File: config.mk
export PLATFORM = sky130hd
export DESIGN_NAME = mult_sched_flat
export DESIGN_NICKNAME = d
export VERILOG_FILES = /design/src/rtl/mult_pkg.sv /design/src/rtl/mult_sched_if.sv /design/src/rtl/rr_arbiter.sv /design/src/rtl/mult_sched.sv /design/src/flat_wrapper.sv
export SDC_FILE = /design/constraint.sdc
export NUM_CORES = 1
export LEC_CHECK = 0
export ABC_AREA = 0
export ABC_CLOCK_PERIOD_IN_PS = 7000
export BUFFER_PORTS_ARGS = -buffer_cell sky130_fd_sc_hd__buf_2
export CELL_PAD_IN_SITES_DETAIL_PLACEMENT = 1
export CELL_PAD_IN_SITES_GLOBAL_PLACEMENT = 2
export CORE_UTILIZATION = 27
export DETAILED_ROUTE_END_ITERATION = 10
export PLACE_DENSITY = 0.86
export SLEW_MARGIN = 20
export SYNTH_ARGS = -nofsm -noshare
export SYNTH_HDL_FRONTEND = slang
export SYNTH_HIERARCHICAL = 1
export SYNTH_SLANG_ARGS = --single-unit
File: constraint.sdc
create_clock -name clk -period 7 [get_ports clk]
set_input_delay 0.35 -clock clk [delete_from_list [all_inputs] [get_ports clk]]
set_output_delay 0.35 -clock clk [all_outputs]
set_load 0.01 [all_outputs]
File: src/rtl/mult_pkg.sv
// Shared types and constants for the multiplier scheduler and its datapath.
package mult_pkg;

  localparam logic [1:0] READY   = 2'd0;
  localparam logic [1:0] OPERATE = 2'd1;
  localparam logic [1:0] DONE    = 2'd2;

  typedef enum logic [2:0] {
    IDLE,
    LOAD,
    RUN,
    CAPTURE,
    RESP
  } sched_state_t;

  // Requester index width; a single requester still needs one bit.
  function automatic int unsigned idw(input int unsigned n);
    return (n < 2) ? 1 : $clog2(n);
  endfunction

endpackage

File: src/rtl/mult_sched_if.sv
// Client request/response channels plus datapath control/status for mult_sched.
interface mult_sched_if
  import mult_pkg::*;
#(
  parameter int unsigned XLEN = 16,
  parameter int unsigned NREQ = 4
);
  localparam int unsigned IDW = idw(NREQ);

  logic [NREQ-1:0]           req_valid;
  logic [NREQ-1:0]           req_ready;
  logic [NREQ-1:0][XLEN-1:0] req_a;
  logic [NREQ-1:0][XLEN-1:0] req_b;

  logic                      rsp_valid;
  logic                      rsp_ready;
  logic [IDW-1:0]            rsp_id;
  logic [2*XLEN-1:0]         rsp_product;
  logic                      busy;

  logic                      dp_ld_input;
  logic [1:0]                dp_state;
  logic                      dp_ready;
  logic                      dp_done;
  logic [XLEN-1:0]           dp_a;
  logic [XLEN-1:0]           dp_b;
  logic                      dp_eqz;
  logic [2*XLEN-1:0]         dp_product;

  modport slave (
    input  req_valid, req_a, req_b, rsp_ready, dp_eqz, dp_product,
    output req_ready, rsp_valid, rsp_id, rsp_product, busy,
           dp_ld_input, dp_state, dp_ready, dp_done, dp_a, dp_b
  );

  modport master (
    output req_valid, req_a, req_b, rsp_ready, dp_eqz, dp_product,
    input  req_ready, rsp_valid, rsp_id, rsp_product, busy,
           dp_ld_input, dp_state, dp_ready, dp_done, dp_a, dp_b
  );

endinterface

File: src/rtl/rr_arbiter.sv
// Round-robin arbiter: grants the first asserted request at or after ptr, wrapping.
module rr_arbiter
  import mult_pkg::*;
#(
  parameter  int unsigned NREQ = 4,
  localparam int unsigned IDW  = idw(NREQ)
) (
  input  logic [NREQ-1:0] req,
  input  logic [IDW-1:0]  ptr,
  input  logic            en,
  output logic [NREQ-1:0] gnt,
  output logic [IDW-1:0]  gnt_id,
  output logic            any
);

  int unsigned    w_idx;
  logic [IDW-1:0] w_idx_n;

  always_comb begin
    gnt     = '0;
    gnt_id  = '0;
    any     = 1'b0;
    w_idx   = 0;
    w_idx_n = '0;
    for (int unsigned i = 0; i < NREQ; i++) begin
      w_idx = 32'(ptr) + i;
      if (w_idx >= NREQ) w_idx = w_idx - NREQ;
      w_idx_n = IDW'(w_idx);
      if (en && !any && req[w_idx_n]) begin
        any          = 1'b1;
        gnt[w_idx_n] = 1'b1;
        gnt_id       = w_idx_n;
      end
    end
  end

endmodule

File: src/rtl/mult_sched.sv
// Shares one repeated-addition multiplier datapath among NREQ requesters,
// sequencing load/operate/done and returning each product with its owner's index.
module mult_sched
  import mult_pkg::*;
#(
  parameter int unsigned XLEN = 16,
  parameter int unsigned NREQ = 4
) (
  input logic        clk,
  input logic        resetn,
  mult_sched_if.slave bus
);

  localparam int unsigned IDW = idw(NREQ);

  sched_state_t      r_state;
  sched_state_t      w_next;
  logic [IDW-1:0]    r_ptr;
  logic [IDW-1:0]    r_id;
  logic [XLEN-1:0]   r_op_a;
  logic [XLEN-1:0]   r_op_b;
  logic [2*XLEN-1:0] r_prod;
  logic              r_rsp_valid;

  logic [NREQ-1:0]   w_gnt;
  logic [IDW-1:0]    w_gnt_id;
  logic              w_any;
  logic              w_arb_en;
  logic [XLEN-1:0]   w_sel_a;
  logic [XLEN-1:0]   w_sel_b;

  assign w_arb_en = (r_state == IDLE);

  rr_arbiter #(.NREQ(NREQ)) u_arb (
    .req    (bus.req_valid),
    .ptr    (r_ptr),
    .en     (w_arb_en),
    .gnt    (w_gnt),
    .gnt_id (w_gnt_id),
    .any    (w_any)
  );

  assign w_sel_a = bus.req_a[w_gnt_id];
  assign w_sel_b = bus.req_b[w_gnt_id];

  always_ff @(posedge clk or negedge resetn) begin
    if (!resetn) r_state <= IDLE;
    else         r_state <= w_next;
  end

  always_comb begin
    w_next          = r_state;
    bus.req_ready   = '0;
    bus.dp_ld_input = 1'b0;
    bus.dp_state    = READY;
    bus.dp_ready    = 1'b0;
    bus.dp_done     = 1'b0;
    case (r_state)
      IDLE: begin
        bus.dp_ready  = 1'b1;
        bus.req_ready = w_gnt;
        if (w_any) w_next = LOAD;
      end
      LOAD: begin
        bus.dp_ld_input = 1'b1;
        w_next          = RUN;
      end
      RUN: begin
        bus.dp_state = OPERATE;
        if (bus.dp_eqz) w_next = CAPTURE;
      end
      CAPTURE: begin
        bus.dp_state = DONE;
        bus.dp_done  = 1'b1;
        w_next       = RESP;
      end
      RESP: begin
        if (bus.rsp_ready) w_next = IDLE;
      end
      default: w_next = IDLE;
    endcase
  end

  // Larger operand becomes the addend so the iteration count is the smaller one.
  always_ff @(posedge clk or negedge resetn) begin
    if (!resetn) begin
      r_ptr       <= '0;
      r_id        <= '0;
      r_op_a      <= '0;
      r_op_b      <= '0;
      r_prod      <= '0;
      r_rsp_valid <= 1'b0;
    end else begin
      case (r_state)
        IDLE: begin
          if (w_any) begin
            r_id  <= w_gnt_id;
            r_ptr <= (w_gnt_id == IDW'(NREQ - 1)) ? '0 : w_gnt_id + 1'b1;
            if (w_sel_b > w_sel_a) begin
              r_op_a <= w_sel_b;
              r_op_b <= w_sel_a;
            end else begin
              r_op_a <= w_sel_a;
              r_op_b <= w_sel_b;
            end
          end
        end
        CAPTURE: begin
          r_prod      <= bus.dp_product;
          r_rsp_valid <= 1'b1;
        end
        RESP: begin
          if (bus.rsp_ready) r_rsp_valid <= 1'b0;
        end
        default: ;
      endcase
    end
  end

  assign bus.rsp_valid   = r_rsp_valid;
  assign bus.rsp_id      = r_id;
  assign bus.rsp_product = r_prod;
  assign bus.busy        = (r_state != IDLE);
  assign bus.dp_a        = r_op_a;
  assign bus.dp_b        = r_op_b;

endmodule

File: src/flat_wrapper.sv
// flat-port wrapper written by rule: the top's interface ports become plain ports
module mult_sched_flat import mult_pkg::*;
#(
  parameter int unsigned XLEN = 16,
  parameter int unsigned NREQ = 4
)
  (clk, resetn, bus_req_valid, bus_req_a, bus_req_b, bus_rsp_ready, bus_dp_eqz, bus_dp_product, bus_req_ready, bus_rsp_valid, bus_rsp_id, bus_rsp_product, bus_busy, bus_dp_ld_input, bus_dp_state, bus_dp_ready, bus_dp_done, bus_dp_a, bus_dp_b);
  mult_sched_if #(.XLEN(XLEN), .NREQ(NREQ)) bus_i ();
  input logic clk;
  input logic resetn;
  input wire logic [$bits(bus_i.req_valid)-1:0] bus_req_valid;
  input wire logic [$bits(bus_i.req_a)-1:0] bus_req_a;
  input wire logic [$bits(bus_i.req_b)-1:0] bus_req_b;
  input wire logic [$bits(bus_i.rsp_ready)-1:0] bus_rsp_ready;
  input wire logic [$bits(bus_i.dp_eqz)-1:0] bus_dp_eqz;
  input wire logic [$bits(bus_i.dp_product)-1:0] bus_dp_product;
  output wire logic [$bits(bus_i.req_ready)-1:0] bus_req_ready;
  output wire logic [$bits(bus_i.rsp_valid)-1:0] bus_rsp_valid;
  output wire logic [$bits(bus_i.rsp_id)-1:0] bus_rsp_id;
  output wire logic [$bits(bus_i.rsp_product)-1:0] bus_rsp_product;
  output wire logic [$bits(bus_i.busy)-1:0] bus_busy;
  output wire logic [$bits(bus_i.dp_ld_input)-1:0] bus_dp_ld_input;
  output wire logic [$bits(bus_i.dp_state)-1:0] bus_dp_state;
  output wire logic [$bits(bus_i.dp_ready)-1:0] bus_dp_ready;
  output wire logic [$bits(bus_i.dp_done)-1:0] bus_dp_done;
  output wire logic [$bits(bus_i.dp_a)-1:0] bus_dp_a;
  output wire logic [$bits(bus_i.dp_b)-1:0] bus_dp_b;
  assign bus_i.req_valid = bus_req_valid;
  assign bus_i.req_a = bus_req_a;
  assign bus_i.req_b = bus_req_b;
  assign bus_i.rsp_ready = bus_rsp_ready;
  assign bus_i.dp_eqz = bus_dp_eqz;
  assign bus_i.dp_product = bus_dp_product;
  assign bus_req_ready = bus_i.req_ready;
  assign bus_rsp_valid = bus_i.rsp_valid;
  assign bus_rsp_id = bus_i.rsp_id;
  assign bus_rsp_product = bus_i.rsp_product;
  assign bus_busy = bus_i.busy;
  assign bus_dp_ld_input = bus_i.dp_ld_input;
  assign bus_dp_state = bus_i.dp_state;
  assign bus_dp_ready = bus_i.dp_ready;
  assign bus_dp_done = bus_i.dp_done;
  assign bus_dp_a = bus_i.dp_a;
  assign bus_dp_b = bus_i.dp_b;
  mult_sched #(.XLEN(XLEN), .NREQ(NREQ)) u_core (.clk(clk), .resetn(resetn), .bus(bus_i));
endmodule
==> metrics.csv, run 1 <==
metric;value;unit
Num CTS Buffers;9;
compound-gate portion of the synthesized area;8.21;%
Die Width;135;um
clock tree buffer depth;2;
Sink Count;72;
Final Total Pwr;3.72;mW
Pwr Density;571;nW/um^2
number of fill cells in the layout;2013;
max cap viols;0;
grt total ovfl;0;
mux contribution to synthesized area;33.2;%
Die Span Y;135;um
initial DRC count;60;
synth cell count leaders;dfrtp_1, a21oi_1, mux2i_1;
nets;839;
Initial Util;27.6;%
Synth Warn #;6;
area share of the largest cell type after synthesis;37.9;%
Crit Path Max Fanout;23;
initial antenna violation count;3;
simple-gate share of the synthesized area;9.00;%
CTS clock-pin slew for the worst setup and hold paths;60;ps
outcome;finished clean;
multi-input logic area;2750;um^2
final setup fails;0;
#FFs+latches synth;72;
R2R Path Start;u_core/r_ptr[0]$_DFFE_PN0P_;
Fmax;166;MHz
Synth Instances;412;
CTS tree;done;
combinational family with the most area after synthesis;multiplexers;
Setup Skew;4.54;ps
EDFF count, synth;0;
R2R cell count;16;
Post-Synth XOR/XNOR Area;0;%
asr flop ratio synth;100;%
DRT Wirelength;15100;um
VDD IR max;0.000272;V
Synth Flop Type;dfrtp_1;
port bufs;244;
Layout area overhead;36.9;%
boundary pin count;245;
setup tns final;0;ps
reg-to-reg endpoint;u_core/bus.dp_a[4]$_DFFE_PN0P_;
CP Launch Type;flop;
largest net degree at the start of global routing;73;
Root Buffer;clkbuf_16;
Post-Synth Adder-Cell Area;6.58;%
first-pass GRT wire length;23400;um
Post-Syn Area;4750;um^2
synth unique cells;43;
buffer count from post-CTS setup fixing;0;
Worst EP required;7190;ps
remaining antenna violation count;0;
Setup crit end kind;flop;
top-count cell post-synth;dfrtp_1;
Setup Crit Path Kind;reg -> reg;
CP arrival;6220;ps
Slew @ Worst Pin;952;ps
cell taking the most area after synthesis;dfrtp_1;
# H-tree levels;3;
cell area after layout;6510;um^2
worst min-delay path category;in -> async;
via count;4218;
Final Max Slew Viols;0;
post_cts resized;0;
largest cells by area after synthesis;dfrtp_1, mux4_2, mux2i_1;
flop2flop setup slack;960;ps
worst skew pair latency;340;ps
WL/cell;17.2;um
Tcrit/Tclk final;86.2;%
Vias/cell;4.81;
Post-CTS Hold Fix Bufs;0;
syn_nets;605;
DP HPWL;12100;um
syn avg cell area;11.5;um^2
RSZ-0062 raised after global routing;no;
via count of the first global-routing pass;4508;
drt drc;0;
DR pass1 iterations;4;
Final Hold Viols;0;
GRT Total Usage;16.9;%
Tmin final;6040;ps
share of cells above drive strength 1;52.5;%
site row count;48;
core area;17200;um^2
Total Die Area;18100;um^2
P_leak;3.18;nW
relative slew slack;36.6;%
final RePlAce weighted congestion;0.775;
register area share after synthesis;37.9;%
placed cell areas;6180;um^2
final core occ;37.8;%
register area;1800;um^2
-- worst max-delay path, stage by stage (launching register included) --
cell       delay, ps
dfrtp_1          620
inv_1            240
ha_1             530
mux2_2           380
nor4b_1          560
o22ai_1          210
o2bb2ai_4        700
buf_4            330
mux4_2           390
ha_1             340
nand4_1          180
nor4_1           390
nand4_1          200
o31ai_4          100
buf_4            350
mux2i_1          250
a21oi_1           90
-- metrics by stage --
stage	worst slack [ps]	std cells	hold slack, ps
3_5_place_dp	920	859	491
6_report	965	877	162
4_1_cts	881	875	199
3_3_place_gp	1090	859	482
5_1_grt	522	877	226
2_1_floorplan	2050	412	54.4
-- registers in the layout (all words and copies together) (netlist names) --
signal and flops:
u_core/r_ptr 2, u_core/bus.rsp_valid 1, u_core/bus.rsp_product 32, u_core/bus.rsp_id 2, u_core/bus.dp_a 16, u_core/r_state 3, u_core/bus.dp_b 16
-- where the power goes --
group / total, mW / internal [mW] / switching [mW]
clock: 0.466 / 0.277 / 0.188
combinational: 2.48 / 1.16 / 1.32
sequential: 0.773 / 0.634 / 0.140
total: 3.72 / 2.07 / 1.65
-- worst max-delay path by stage --
stage                                startpoint                               to  slack (ps)  depth (start not counted)
floorplan           u_core/r_ptr[0]$_DFFE_PN0P_  u_core/bus.dp_a[10]$_DFFE_PN0P_        2050                         19
global placement    u_core/r_ptr[0]$_DFFE_PN0P_   u_core/bus.dp_b[3]$_DFFE_PN0P_        1090                         16
detailed placement  u_core/r_ptr[0]$_DFFE_PN0P_   u_core/bus.dp_a[4]$_DFFE_PN0P_         920                         16
CTS                 u_core/r_ptr[0]$_DFFE_PN0P_   u_core/bus.dp_a[4]$_DFFE_PN0P_         880                         16
global route        u_core/r_ptr[0]$_DFFE_PN0P_  u_core/bus.dp_b[15]$_DFFE_PN0P_         520                         16
finish              u_core/r_ptr[0]$_DFFE_PN0P_   u_core/bus.dp_a[4]$_DFFE_PN0P_         960                         16
-- per-layer routing --
layer  vias to the layer above  global-route usage, %  part of all wire (%)
met4                         2                   4.43                   1.6
li1                       1970                      -                     -
met3                        20                   5.37                   7.2
met2                       175                   31.8                    53
met1                      2051                   17.9                    38
met5                         -                      0                 0.066
-- cell usage in the layout (no fill, tap or decap), types with 2 or more instances in the layout --
master / synthesis / layout
a21o_1: 2 / 2
a21oi_1: 42 / 42
and2_1: 5 / 5
buf_2: 7 / 243
buf_4: 1 / 7
clkbuf_16: 0 / 9
clkinvlp_4: 0 / 2
dfrtp_1: 72 / 72
ha_1: 25 / 25
inv_1: 23 / 23
mux2_2: 33 / 33
mux2i_1: 39 / 39
mux4_1: 2 / 2
mux4_2: 34 / 34
nand2_1: 26 / 26
nand3_1: 4 / 4
nand3b_1: 2 / 2
nand4_1: 3 / 3
nor2_1: 36 / 36
nor2b_1: 4 / 4
o21ai_0: 6 / 6
o2bb2ai_1: 5 / 4
-- cells by family (layout without fill, tap and decap cells) --
| kind of cell | Yosys count | after routing |
|---|---|---|
| multiplexers | 108 | 108 |
| flip-flops | 72 | 72 |
| AO/OA/AOI/OAI | 65 | 65 |
| buffers and inverters | 51 | 290 |
| AND/OR/NAND/NOR | 91 | 91 |
| adder cells (fa/ha/maj) | 25 | 25 |
| other | 0 | 1 |
-- final cells by class --
class                      instances  area share (%)
multi-input combinational        289            42.2
sequential                        72            27.7
inverter                          23            1.33
clock inverter                     6            1.04
timing repair buffer             251            19.9
antenna                            1          0.0384
clock buffer                      10            3.52
tap                              225            4.32
No activity file was read; power rests on OpenSTA's default activity.
==> run 2: changes to the inputs <==
--- a/config.mk
+++ b/config.mk
@@ -13,6 +13,7 @@
 export CORE_UTILIZATION = 27
 export DETAILED_ROUTE_END_ITERATION = 10
 export PLACE_DENSITY = 0.86
+export REMOVE_ABC_BUFFERS = 1
 export SLEW_MARGIN = 20
 export SYNTH_ARGS = -nofsm -noshare
 export SYNTH_HDL_FRONTEND = slang
==> run 2 against run 1 <==
  * Clock power increased by 17%
  * Utilization increased by 0.22 points
  * Sequential power about the same
  * Largest cell class unchanged
==> metrics.csv, run 2 (synthesized netlist as in run 1, its figures left out) <==
metric;value;unit
outcome;finished clean;
setup tns final;0;ps
drt drc;0;
Final Hold Viols;0;
site row count;48;
Layout area overhead;37.7;%
max FFs per register;32;
RSZ-0062 raised after global routing;no;
nets;839;
DR pass1 iterations;4;
core area;17200;um^2
CP Launch Type;flop;
buffer count from post-CTS setup fixing;0;
WL/cell;17.0;um
first-pass GRT wire length;23300;um
non-filler cells, final;878;
share of cells above drive strength 1;52.7;%
Hold WS;155;ps
max cap viols;0;
Die Span Y;135;um
most common cell after layout, fill and taps aside;buf_2;
Fmax;167;MHz
P_leak;3.21;nW
post-placement cell count;860;
Initial Util;27.6;%
CTS tree;done;
most frequent cells in the layout;buf_2, dfrtp_1, a21oi_1;
R2R Path Start;u_core/r_ptr[0]$_DFFE_PN0P_;
logic gate share of total power;65.1;%
Post-CTS Hold Fix Bufs;0;
boundary pin count;245;
via count of the first global-routing pass;4513;
final setup fails;0;
setup ws final;1020;ps
P_sw;1.64;mW
Total Die Area;18100;um^2
Final Max Slew Viols;0;
final core occ;38.0;%
clock tree buffer depth;2;
cell area after layout;6550;um^2
Root Buffer;clkbuf_16;
Worst EP required;7180;ps
Place WS;1020;ps
Die Width;135;um
Setup crit end kind;flop;
Vias/cell;4.80;
Tmin final;5980;ps
worst min-delay path category;in -> async;
largest net degree at the start of global routing;73;
number of fill cells in the layout;1963;
DRT Wirelength;14900;um
post_cts resized;0;
Switching Fraction;43.5;%
Crit Path Max Fanout;29;
Pwr Density;575;nW/um^2
initial antenna violation count;2;
# H-tree levels;3;
final RePlAce weighted congestion;0.791;
port bufs;244;
grt total ovfl;0;
Num CTS Buffers;9;
worst skew pair latency;330;ps
initial DRC count;124;
Final Total Pwr;3.76;mW
Internal Power;2.13;mW
CTS clock-pin slew for the worst setup and hold paths;60;ps
Sink Count;72;
Slew @ Worst Pin;963;ps
reg-to-reg endpoint;u_core/bus.dp_a[0]$_DFFE_PN0P_;
flop2flop setup slack;1020;ps
Clock power frac;14.4;%
relative slew slack;35.7;%
Setup Crit Path Kind;reg -> reg;
CP arrival;6160;ps
GRT Total Usage;16.7;%
placed cell areas;6190;um^2
Tcrit/Tclk final;85.4;%
R2R cell count;16;
remaining antenna violation count;0;
DP HPWL;12100;um
Reg power frac;20.5;%
via count;4214;
VDD IR max;0.000270;V
Setup Skew;7.75;ps
run 2: worst max path at each step:
stage                                     start                             end  slack (ps)  cells after the start
floorplan           u_core/r_ptr[0]$_DFFE_PN0P_  u_core/bus.dp_a[0]$_DFFE_PN0P_        -940                     14
finish              u_core/r_ptr[0]$_DFFE_PN0P_  u_core/bus.dp_a[0]$_DFFE_PN0P_        1020                     16
global route        u_core/r_ptr[0]$_DFFE_PN0P_  u_core/bus.dp_b[1]$_DFFE_PN0P_         640                     15
global placement    u_core/r_ptr[0]$_DFFE_PN0P_  u_core/bus.dp_a[0]$_DFFE_PN0P_        1350                     16
detailed placement  u_core/r_ptr[0]$_DFFE_PN0P_  u_core/bus.dp_b[2]$_DFFE_PN0P_        1020                     16
CTS                 u_core/r_ptr[0]$_DFFE_PN0P_  u_core/bus.dp_a[2]$_DFFE_PN0P_         990                     16
run 2: critical path, cell delays in order (launching register included):
cell	delay, ps
dfrtp_1	670
inv_1	250
ha_1	540
mux2_2	370
nor4b_1	490
o22ai_1	210
o2bb2ai_4	810
buf_4	290
mux4_2	350
ha_1	320
nand2_1	100
o21ai_0	90
a221o_1	370
o31ai_4	240
buf_4	330
mux2i_1	260
a21oi_1	100
run 2: layer usage:
layer	part of all wire (%)	vias up	track usage (%)
met1	37	2052	17.9
met5	0	-	0
met2	55	168	32.5
met4	1.4	0	4.74
met3	6.8	13	3.68
li1	-	1981	-
run 2: power by group through the flow:
stage               Clock [mW]  Sequential (mW)  Combinational, mW
finish                   0.544            0.771               2.45
CTS                      0.561            0.777               2.50
detailed placement           0            0.781               2.48
floorplan                    0            0.850               1.65
global placement             0            0.763               2.40
global route             0.578            0.803               2.71
run 2: area by class of cell:
| cell class | instances | area [um^2] | area share, % |
|---|---|---|---|
| clock buffer | 9 | 225 | 3.44 |
| multi-input combinational | 289 | 2750 | 41.9 |
| antenna | 2 | 5.00 | 0.0764 |
| tap | 225 | 282 | 4.30 |
| sequential | 72 | 1800 | 27.5 |
| timing repair buffer | 251 | 1280 | 19.5 |
| inverter | 23 | 86.3 | 1.32 |
| clock inverter | 7 | 126 | 1.93 |
==> run 3: changes to the inputs <==
--- a/config.mk
+++ b/config.mk
@@ -13,9 +13,7 @@
 export CORE_UTILIZATION = 27
 export DETAILED_ROUTE_END_ITERATION = 10
 export PLACE_DENSITY = 0.86
-export REMOVE_ABC_BUFFERS = 1
 export SLEW_MARGIN = 20
 export SYNTH_ARGS = -nofsm -noshare
 export SYNTH_HDL_FRONTEND = slang
-export SYNTH_HIERARCHICAL = 1
 export SYNTH_SLANG_ARGS = --single-unit
==> run 3 against run 2 <==
  * Sequential share of layout area increased by 0.45 points
  * Clock skew decreased by 1.1 ps
  * Utilization decreased by 0.61 points
  * Sequential cell count unchanged
  * Routed wire length decreased by 2.0%
  * Non-clock buffer count unchanged
  * Global-route usage decreased by 0.53 points
  * Combinational power increased by 4%
  * Worst setup slack got worse by 20 ps
==> metrics.csv, run 3 <==
metric;value;unit
outcome;finished clean;
Setup Crit Path Kind;reg -> reg;
Final Hold Viols;0;
Synth Warn #;0;
CP Launch Type;flop;
grt total ovfl;0;
Crit-path slowest cell;dfrtp_1;
#FFs+latches synth;72;
synth unique cells;47;
slowest stage delay, CP;700;ps
Final Total Pwr;3.84;mW
most frequent cells in the layout;buf_2, dfrtp_1, nand2_1;
gr busiest metal;met2;
Hold WS;146;ps
final core occ;37.4;%
DP HPWL;12100;um
Final Max Slew Viols;0;
CTS clock-pin slew for the worst setup and hold paths;60;ps
Setup Skew;6.62;ps
Total Die Area;18100;um^2
via count of the first global-routing pass;4350;
Post-Syn Area;4750;um^2
relative slew slack;39.0;%
Die Span Y;135;um
register area;1800;um^2
top-count cell post-synth;dfrtp_1;
register area share after synthesis;37.9;%
R2R cell count;16;
core area;17200;um^2
buffer count from post-CTS setup fixing;0;
cell taking the most area after synthesis;dfrtp_1;
largest cells by area after synthesis;dfrtp_1, mux4_2, mux2_2;
Synth Flop Type;dfrtp_1;
post_cts resized;0;
share of cells above drive strength 1;53.1;%
Worst EP required;7190;ps
worst skew pair latency;340;ps
Sink Count;72;
initial antenna violation count;0;
setup ws final;1000;ps
GRT met2 Usage;29.0;%
most common cell after layout, fill and taps aside;buf_2;
flop2flop setup slack;1000;ps
max cap viols;0;
Root Buffer;clkbuf_16;
site row count;48;
Tcrit/Tclk final;85.7;%
DR pass1 iterations;6;
Die Width;135;um
nets;827;
R2R Path Start;u_core.r_ptr[0]$_DFFE_PN0P_;
Fmax;167;MHz
GRT Total Usage;16.2;%
drt drc;0;
Tmin final;6000;ps
synth cell count leaders;dfrtp_1, nand2_1, mux2_2, mux2i_1, o21ai_1;
VDD IR max;0.000258;V
port bufs;244;
WL/cell;16.9;um
multi-input logic area;2680;um^2
P_leak;3.32;nW
area share of the largest cell type after synthesis;37.9;%
number of fill cells in the layout;1986;
Pwr Density;597;nW/um^2
initial DRC count;123;
asr flop ratio synth;100;%
remaining antenna violation count;0;
Num CTS Buffers;9;
max FFs per register;32;
Crit Path Max Fanout;23;
Synth Instances;396;
first-pass GRT wire length;22600;um
critical path startpoint;u_core.r_ptr[0]$_DFFE_PN0P_;
boundary pin count;245;
Post-CTS Hold Fix Bufs;0;
Layout area overhead;35.5;%
grt met3 use;2.78;%
DRT Wirelength;14600;um
CTS tree;done;
syn avg cell area;12.0;um^2
largest net degree at the start of global routing;73;
via count;4110;
CP arrival;6190;ps
RSZ-0062 raised after global routing;no;
setup tns final;0;ps
final RePlAce weighted congestion;0.803;
# H-tree levels;3;
Setup crit end kind;flop;
clock tree buffer depth;2;
final setup fails;0;
syn_nets;588;
worst min-delay path category;in -> async;
# diodes;0;
EDFF count, synth;0;
Vias/cell;4.75;
Place WS;1020;ps
Initial Util;27.6;%
Slew @ Worst Pin;915;ps
M1 GR Usage;19.4;%
crit-path cells;inv_2 > ha_1 > mux2i_1 > or4_1 > a21o_1 > o21ai_4 > buf_4 > mux4_1 > ha_1 > a211o_1 > a21oi_1 > o21ai_0 > o21ai_4 > buf_4 > mux2i_1 > o21ai_1;
[run 3: changes by cell type after synthesis, sizes merged, moves of 3 or more]
cell     delta
a22oi       +7
buf         -3
and2        -5
a21oi      -30
mux2i       -4
nand2      +21
mux2        +3
mux4        -3
nand3       -3
clkbuf      -3
o2bb2ai     -5
nor2       -24
o21ai      +35
[run 3: path summary, 6_finish.rpt]
check / endpoint
min reg2reg: u_core.bus.rsp_id[0]$_DFFE_PN0P_
max reg2reg: u_core.bus.dp_a[5]$_DFFE_PN0P_
max: u_core.bus.dp_a[5]$_DFFE_PN0P_
max in group asynchronous: u_core.bus.dp_b[8]$_DFFE_PN0P_
min in group clk: u_core.bus.rsp_product[8]$_DFFE_PN0P_
min: u_core.bus.rsp_product[9]$_DFFE_PN0P_
[run 3: final cells by class]
class	count	area share, %
clock buffer	11	3.77
inverter	21	1.22
multi-input combinational	280	41.6
sequential	72	28.0
clock inverter	5	1.24
timing repair buffer	251	19.8
tap	225	4.37
[run 3: cells by family after synthesis]
logic type,share of synthesized area [%]
simple gates,7.39
compound gates,9.66
flops,37.9
fa+ha+maj,6.32
mux,32.7
buf+inv,6.08
[run 3: worst max-delay path: cells and delay by family, from the launching register on]
kind,cells,cell delay [ps]
adder cells (fa/ha/maj),2,770
AO/OA/AOI/OAI,7,1830
flip-flops,1,700
multiplexers,3,1070
buffers and inverters,3,1010
AND/OR/NAND/NOR,1,440
[run 3: report_power, final]
part	total (mW)	switching [mW]	internal (mW)	leakage, nW
clock network	0.497	0.176	0.321	0.152
logic	2.56	1.40	1.16	2.30
registers	0.784	0.133	0.651	0.861
total	3.84	1.71	2.14	3.32
[run 3: per-layer routing]
layer	share of wire (%)	vias to the layer above
met5	0	-
met4	1.4	0
met3	6.3	10
met2	51	179
met1	41	1976
li1	-	1945
[run 3: metrics by stage]
stage,instances,cell area [um^2]
after detailed placement,849,6120
after CTS,865,6440
final,865,6440
after global placement,849,6120
after global routing,865,6440
after floorplan,396,4750
